File: src/rtl/fifo_pkg.sv
// Shared helpers for the parametrised circular-buffer FIFO.
// Width derivation and parameter legality checks used at elaboration time.
package fifo_pkg;

  localparam int unsigned DEFAULT_WIDTH = 8;
  localparam int unsigned DEFAULT_DEPTH = 8;

  // Never returns 0, so a degenerate size still yields a legal vector width.
  function automatic int unsigned clog2_safe(input int unsigned n);
    return (n <= 1) ? 1 : $clog2(n);
  endfunction

  function automatic int unsigned ptr_width(input int unsigned depth);
    return clog2_safe(depth);
  endfunction

  function automatic int unsigned cnt_width(input int unsigned depth);
    return clog2_safe(depth + 1);
  endfunction

  function automatic bit params_ok(input int unsigned depth, input int unsigned af_level);
    return (depth >= 2) && ((depth & (depth - 1)) == 0) &&
           (af_level >= 1) && (af_level <= depth);
  endfunction

endpackage

File: src/rtl/fifo_mem.sv
// Simple dual-port register array: one synchronous write port, one registered read port.
// Only the read-data register is reset; the storage array is left uninitialised.
module fifo_mem
  import fifo_pkg::*;
#(
  parameter int unsigned WIDTH  = DEFAULT_WIDTH,
  parameter int unsigned DEPTH  = DEFAULT_DEPTH,
  parameter int unsigned ADDR_W = ptr_width(DEPTH)
) (
  input  logic              clk,
  input  logic              rst,
  input  logic              wr_en,
  input  logic [ADDR_W-1:0] wr_addr,
  input  logic [WIDTH-1:0]  wr_data,
  input  logic              rd_en,
  input  logic [ADDR_W-1:0] rd_addr,
  output logic [WIDTH-1:0]  rd_data
);

  logic [WIDTH-1:0] mem_q [DEPTH];
  logic [WIDTH-1:0] rd_data_q;

  always_ff @(posedge clk) begin
    if (wr_en) begin
      mem_q[wr_addr] <= wr_data;
    end
  end

  // A same-edge write to rd_addr is not visible here: the old word is returned.
  always_ff @(posedge clk) begin
    if (rst) begin
      rd_data_q <= '0;
    end else if (rd_en) begin
      rd_data_q <= mem_q[rd_addr];
    end
  end

  assign rd_data = rd_data_q;

endmodule

File: src/rtl/fifo_queue.sv
// Parametrised circular-buffer FIFO with occupancy count, almost-full threshold,
// registered read-valid strobe and sticky overflow/underflow flags.
module fifo_queue
  import fifo_pkg::*;
#(
  parameter int unsigned WIDTH    = DEFAULT_WIDTH,
  parameter int unsigned DEPTH    = DEFAULT_DEPTH,
  parameter int unsigned AF_LEVEL = DEPTH - 2
) (
  input  logic                       clk,
  input  logic                       rst,
  input  logic                       enqueue,
  input  logic                       dequeue,
  input  logic                       peek,
  input  logic                       clear_err,
  input  logic [WIDTH-1:0]           data_in,
  output logic [WIDTH-1:0]           data_out,
  output logic                       out_valid,
  output logic [$clog2(DEPTH+1)-1:0] count,
  output logic                       is_empty,
  output logic                       is_full,
  output logic                       almost_full,
  output logic                       overflow,
  output logic                       underflow
);

  localparam int unsigned PTR_W = ptr_width(DEPTH);
  localparam int unsigned CNT_W = cnt_width(DEPTH);

  localparam logic [CNT_W-1:0] DepthCnt = CNT_W'(DEPTH);
  localparam logic [CNT_W-1:0] AfCnt    = CNT_W'(AF_LEVEL);

  if (!params_ok(DEPTH, AF_LEVEL)) begin : g_param_check
    $error("fifo_queue: DEPTH must be a power of two >= 2 and AF_LEVEL in 1..DEPTH");
  end

  logic [PTR_W-1:0] wr_ptr_q, rd_ptr_q;
  logic [CNT_W-1:0] count_q, count_d;
  logic             out_valid_q;
  logic             is_empty_q, is_full_q, almost_full_q;
  logic             overflow_q, underflow_q;
  logic             e_ok, d_ok, p_ok, rd_en;
  logic             ovf_evt, unf_evt;

  // All decisions use the registered status from the start of the cycle.
  always_comb begin
    e_ok    = enqueue & (~is_full_q | dequeue);
    d_ok    = dequeue & ~is_empty_q;
    p_ok    = peek & ~dequeue & ~is_empty_q;
    rd_en   = d_ok | p_ok;
    ovf_evt = enqueue & is_full_q & ~dequeue;
    unf_evt = (dequeue | peek) & is_empty_q;
  end

  always_comb begin
    count_d = count_q;
    if (e_ok && !d_ok) begin
      count_d = count_q + CNT_W'(1);
    end else if (d_ok && !e_ok) begin
      count_d = count_q - CNT_W'(1);
    end
  end

  always_ff @(posedge clk) begin
    if (rst) begin
      wr_ptr_q      <= '0;
      rd_ptr_q      <= '0;
      count_q       <= '0;
      out_valid_q   <= 1'b0;
      is_empty_q    <= 1'b1;
      is_full_q     <= 1'b0;
      almost_full_q <= 1'b0;
      overflow_q    <= 1'b0;
      underflow_q   <= 1'b0;
    end else begin
      if (e_ok) begin
        wr_ptr_q <= wr_ptr_q + PTR_W'(1);
      end
      if (d_ok) begin
        rd_ptr_q <= rd_ptr_q + PTR_W'(1);
      end
      count_q       <= count_d;
      out_valid_q   <= rd_en;
      is_empty_q    <= (count_d == '0);
      is_full_q     <= (count_d == DepthCnt);
      almost_full_q <= (count_d >= AfCnt);
      // A new error event outranks a coincident clear.
      overflow_q    <= ovf_evt | (overflow_q & ~clear_err);
      underflow_q   <= unf_evt | (underflow_q & ~clear_err);
    end
  end

  fifo_mem #(
    .WIDTH  (WIDTH),
    .DEPTH  (DEPTH),
    .ADDR_W (PTR_W)
  ) u_mem (
    .clk     (clk),
    .rst     (rst),
    .wr_en   (e_ok),
    .wr_addr (wr_ptr_q),
    .wr_data (data_in),
    .rd_en   (rd_en),
    .rd_addr (rd_ptr_q),
    .rd_data (data_out)
  );

  assign out_valid   = out_valid_q;
  assign count       = count_q;
  assign is_empty    = is_empty_q;
  assign is_full     = is_full_q;
  assign almost_full = almost_full_q;
  assign overflow    = overflow_q;
  assign underflow   = underflow_q;

endmodule

File: config.mk
export PLATFORM = sky130hd
export DESIGN_NAME = fifo_queue
export DESIGN_NICKNAME = d
export VERILOG_FILES = /design/src/rtl/fifo_pkg.sv /design/src/rtl/fifo_mem.sv /design/src/rtl/fifo_queue.sv
export SDC_FILE = /design/constraint.sdc
export NUM_CORES = 1
export LEC_CHECK = 0
export CORE_ASPECT_RATIO = 0.9
export CORE_MARGIN = 2
export CORE_UTILIZATION = 50
export CTS_CLUSTER_DIAMETER = 40
export DETAILED_ROUTE_END_ITERATION = 10
export HOLD_SLACK_MARGIN = 0.08
export PLACE_DENSITY = 0.71
export SYNTH_ARGS = -nofsm -noshare
export SYNTH_HDL_FRONTEND = slang
export SYNTH_SLANG_ARGS = --single-unit
export TNS_END_PERCENT = 100
File: constraint.sdc
create_clock -name clk -period 2.6 [get_ports clk]
set_clock_uncertainty 0.15 [all_clocks]
set_input_delay 0.39 -clock clk [delete_from_list [all_inputs] [get_ports clk]]
set_output_delay 0.39 -clock clk [all_outputs]
set_load 0.02 [all_outputs]
* Yosys cells after proc, flatten, opt, wreduce, memory -nomap -nowiden
Memories as Yosys holds them, arrays and structs flattened. A register that Yosys moved wholly into a read port is not among the register bits. Cells that the tools add are included.
Cells by class: muxes and demuxes 4, bitwise logic cells 18, reductions and logical operators 5, order comparisons 1, equal/unequal tests 1, add/sub/neg operators 4
Operators with widths (count):
- 1-bit AND | 9
- 4-bit two-way mux | 2
- 3-bit by 1-bit adder with 3-bit output, second input constant | 2
- 1-bit bitwise OR | 5
- 4-bit by 1-bit adder with 4-bit output, second input constant | 1
- 4-bit equality test, second input constant | 1
- 4-bit by 3-bit >= comparator with 1-bit output, second input constant | 1
- 4-bit zero test | 1
- 1-bit inverter | 4
- 4-bit by 1-bit subtractor with 4-bit output, second input constant | 1
- 1-bit logical AND | 2
- 1-bit zero test | 2
- 1-bit two-way mux | 2
Storage, ports and cells: RAM bits 64, memories kept 1, word-level logic and storage cells 43, bits in registers 16, output and inout port bits 18, input bits 14
Memory list:
- u_mem.mem_q | words 8, width 8, rd ports 1, clocked after memory_dff 1, wr ports 1, line fifo_mem.sv:20 | logic [WIDTH-1:0] mem_q [DEPTH];

* Logic depth before layout (Yosys ltp)
depth after elaboration 8, gate-level depth with buffers 7, depth with buffers taken out 7

* Cells and area by module
A second synthesis with hierarchy kept.
Unflattened totals: cell total of the unflattened synthesis 247, area, all modules 3603.5 µm²
By module, submodules not included:
- fifo_mem | area each 2812.7 µm², times used 1, cells an instance 162, seq. area each 2082.0 µm²
- fifo_queue | area each 790.8 µm², times used 1, cells an instance 85, seq. area each 320.3 µm²

* Worst setup path before layout
No wires, ideal clock.
kind input to register, from input dequeue, to memory u_mem.mem_q[0][0] (netlist name) (enable), stages on the path 4, arrival 1.547 ns, library setup time 0.395 ns, path buffers 1, required time 2.055 ns, setup slack 0.508 ns, path through buf_6 -> nand2b_4 -> nand2_4 -> nor4_1
Between the ends: longest elaborated chain between the ends 4
Ends and longest elaborated chain:
- start, declared | line fifo_queue.sv:13 | input logic dequeue,
- 1-bit bitwise OR | line fifo_queue.sv:47 | e_ok = enqueue & (~is_full_q | dequeue);
- 1-bit AND | line fifo_queue.sv:47
- 1-bit two-way mux | line fifo_mem.sv:24 | if (wr_en) begin
- 1-bit two-way mux (implied by the code) | line fifo_mem.sv:25 | mem_q[wr_addr] <= wr_data;
- end, declared | line fifo_mem.sv:20
Every way passes these cells.

* Worst setup path after layout
from register count_q[1] (netlist: count[1]), to register is_empty_q (netlist: is_empty)
Between the ends: longest elaborated chain between the ends 4, elaborated cells between the ends (all ways) 5, those cells by class add/sub: 2; mux: 2; reduce/logical: 1
Ends and longest elaborated chain:
- start, declared | line fifo_queue.sv:38 | logic [CNT_W-1:0] count_q, count_d;
- start signal, assigned | line fifo_queue.sv:82 | count_q <= count_d;
- 4-bit by 1-bit subtractor with 4-bit output | line fifo_queue.sv:60 | count_d = count_q - CNT_W'(1);
- 4-bit two-way mux | line fifo_queue.sv:59 | end else if (d_ok && !e_ok) begin
- 4-bit two-way mux * | line fifo_queue.sv:57 | if (e_ok && !d_ok) begin
- 4-bit zero test * | line fifo_queue.sv:84 | is_empty_q <= (count_d == '0);
- end signal, assigned | line fifo_queue.sv:84
- end, declared | line fifo_queue.sv:40 | logic is_empty_q, is_full_q, almost_full_q;
Mark *: on every way between the ends. The rest lies on a longest branch, timed or not. A chain may end at the register's enable or synchronous reset.

==> summary.txt <==
outcome: finished, final reports clean
clk_lat worst skew: 0.35 ns
Tot GR Track Use: 0.171
final core utilization: 0.606
DP Wirelength: 4.01 mm
fin area: 4220 um2
Worst path top cell family by delay: compound AO/OA/AOI/OAI gates
Critical Path RT: 2.70 ns
Post-CTS Resized: 0
Syn. warnings: 0
CP peak stage delay: 0.50 ns
sum of negative setup slack: 0 ns
sequential area share after synthesis: 0.677
Final Max Tran Viols: 0
htree depth: 3
Die Wd: 92.8 um
Routed WL: 6.05 mm
Setup Buffers After CTS: 0
Syn Area/Cell: 16.3 um2
Post-synth EDFFs: 64
global route overflow: 0
PortBufs: 31
final hold vios: 0
cells along the critical path: inv_1 > ha_1 > and3b_1 > o21ai_1 > o221ai_1 > nor2b_4 > o211a_1
max frequency: 477 MHz
Vias per Instance: 5.28
XOR/XNOR Fraction of Synth Area: 0.0173
worst reg2reg path endpoint: is_empty
initial antenna violation count: 0
cells on worst reg2reg path: 7
worst reg2reg startpoint: count[1]
Post-Syn Area: 3550 um2
Crit path buffers/inverters: 1
minimum clock period: 2.10 ns
final non-filler cell total: 362
ys async rst share: 0
Crit-path slowest cell: dfxtp_1
I/O pin count: 32
power consumption: 3.50 mW
largest family of logic cells by synthesized area: multiplexers
cells after synthesis: 218
CP Launch Type: flip-flop
Setup CP Type: flip-flop to flip-flop
Setup Viol. Count Final: 0
Clock Sinks: 88
Worst Hold Class: flip-flop to flip-flop
WL per Instance: 16.7 um
final net count: 282
clk buf depth: 2
Die Y: 83.9 um
Num CTS Buffers: 9
Arr. time, crit path: 2.19 ns
Final GP Congestion: 0.769
Syn-to-layout area delta: 18.9%
Post-Synth Simple-Gate Area: 0.0976
placed cells: 346
peak supply drop: 0.000429 V
Hold Crit Endpoint: u_mem.rd_data[2]
Post-route DRC: 0
Synth Flop Type: edfxtp_1
core box area: 6970 um2
max cap viols: 0
fin crit share: 0.807
row count: 29
antenna fix cells: 0
root buffer cell: clkbuf_8
Pleak: 1.42 nW
CTS tree: built
setup ws final: 0.502 ns
Synth Area in Compound Gates: 0.0370
RSZ-0062 raised after global routing: no
Placed Area: 4010 um2
R2R setup slack: 0.50 ns
TritonRoute pass-1 iters: 5
worst-margin pin slew: 0.719 ns
Min Hold Slack: 0.299 ns
pwr/cell area: 830 nW/um2
Starting Density: 0.510
first-pass GRT wire length: 9.82 mm
Hold Buf Count CTS: 0
Synth Area in Adders: 0.0141
#FFs+latches synth: 88
vias in the first global route: 1865
hold path start: u_mem.rd_data[2]
die area: 7790 um2
hold depth: 2
syn_nets: 236
mux contribution to synthesized area: 0.133
Distinct cells, synth: 40
Placement Setup Slack: 0.306 ns
Slew headroom: 0.520
routed via count: 1911
Max FO, Critical Path: 7
Clock transition at path regs: 0.08 ns
nature of the critical path endpoint: flip-flop
final antenna-violating net count: 0
initial detailed-routing violation count: 127
proportion of layout cells with a drive suffix above 1: 0.197
pin count of the biggest net entering global routing: 19
[worst register-to-register path, cell delays in order, from the launching register on]
cell and delay, ns:
dfxtp_1 0.50, inv_1 0.11, ha_1 0.33, and3b_1 0.19, o21ai_1 0.12, o221ai_1 0.20, nor2b_4 0.19, o211a_1 0.20
[cells in the mapped netlist (2+ instances only)]
library cell / number / area, um2
buf_2: 3 / 15.0
nand3_1: 3 / 15.0
a21oi_1: 5 / 25.0
inv_1: 5 / 18.8
nand4_1: 2 / 12.5
buf_6: 4 / 45.0
xor2_1: 5 / 43.8
mux4_2: 16 / 360
nor2_1: 13 / 48.8
nand2b_1: 7 / 43.8
xnor2_1: 2 / 17.5
clkbuf_1: 2 / 7.51
mux2i_1: 9 / 90.1
ha_1: 4 / 50.1
edfxtp_1: 64 / 1920
dfxtp_1: 24 / 480
nand2_1: 14 / 52.6
o21ai_1: 11 / 55.1
nor3_1: 4 / 20.0
[where the power goes]
group / switching, mW / internal [mW] / leakage [nW]
logic: 0.387 / 0.409 / 0.540
clock network: 0.454 / 0.542 / 0.105
registers: 0.0969 / 1.61 / 0.778
total: 0.938 / 2.56 / 1.42
[layout by cell type, fill, tap and decap left out, drive strengths merged]
| cell type | instances |
|---|---|
| a21oi | 5 |
| a2bb2oi | 1 |
| and2b | 2 |
| and3b | 1 |
| buf | 13 |
| bufinv | 2 |
| clkbuf | 11 |
| clkdlybuf4s50 | 31 |
| clkinv | 3 |
| dfxtp | 24 |
| edfxtp | 64 |
| ha | 4 |
| inv | 5 |
| mux2i | 10 |
| mux4 | 16 |
| nand2 | 15 |
| nand2b | 9 |
| nand3 | 3 |
| nand3b | 1 |
| nand4 | 2 |
| nand4bb | 1 |
| nor2 | 13 |
| nor2b | 2 |
| nor3 | 4 |
| nor3b | 2 |
| nor4 | 2 |
| o211a | 1 |
| o211ai | 1 |
| o21ai | 12 |
| o221ai | 1 |
| or3 | 1 |
| xnor2 | 2 |
| xor2 | 5 |
[sequential cells by signal, summed over array words and instances, names as in the netlist]
| register | cells |
|---|---|
| u_mem.mem_q | 64 |
| count | 4 |
| is_full | 1 |
| is_empty | 1 |
| wr_ptr_q | 3 |
| overflow | 1 |
| rd_ptr_q | 3 |
| almost_full | 1 |
| u_mem.rd_data | 8 |
| underflow | 1 |
| out_valid | 1 |
[final cells by class]
class	instances	area, um2
inverters	5	18.8
fillers	544	2750
flip-flops and latches	88	2400
clock buffers	11	131
well taps	93	116
repair buffers	44	408
clock inverters	5	81.3
multi-input cells	116	1060
[worst max path at each step]
stage | start | to | slack, ns | cells past startpoint
finish | count[1] | is_empty | 0.50 | 7
global route | count[1] | is_full | 0.34 | 7
CTS | is_empty | is_empty | 0.51 | 1
detailed placement | dequeue | u_mem.mem_q[3][3] | 0.31 | 5
global placement | dequeue | u_mem.mem_q[4][4] | 0.32 | 5
floorplan | dequeue | u_mem.mem_q[0][0] | 0.51 | 4
[layer usage]
metal | vias up | global-route usage | wire length, um
li1 | 916 | - | -
met1 | 924 | 0.240 | 2780
met2 | 61 | 0.248 | 2740
met3 | 10 | 0.0551 | 441
met4 | 0 | 0.0682 | 90
met5 | - | 0 | 0
[logic make-up after synthesis]
group                    Yosys count
adder cells (fa/ha/maj)            4
multiplexers                      26
buffers and inverters             14
AND/OR/NAND/NOR                   58
AO/OA/AOI/OAI                     21
XOR/XNOR                           7
flip-flops                        88
No activity file was read; power rests on OpenSTA's default activity.
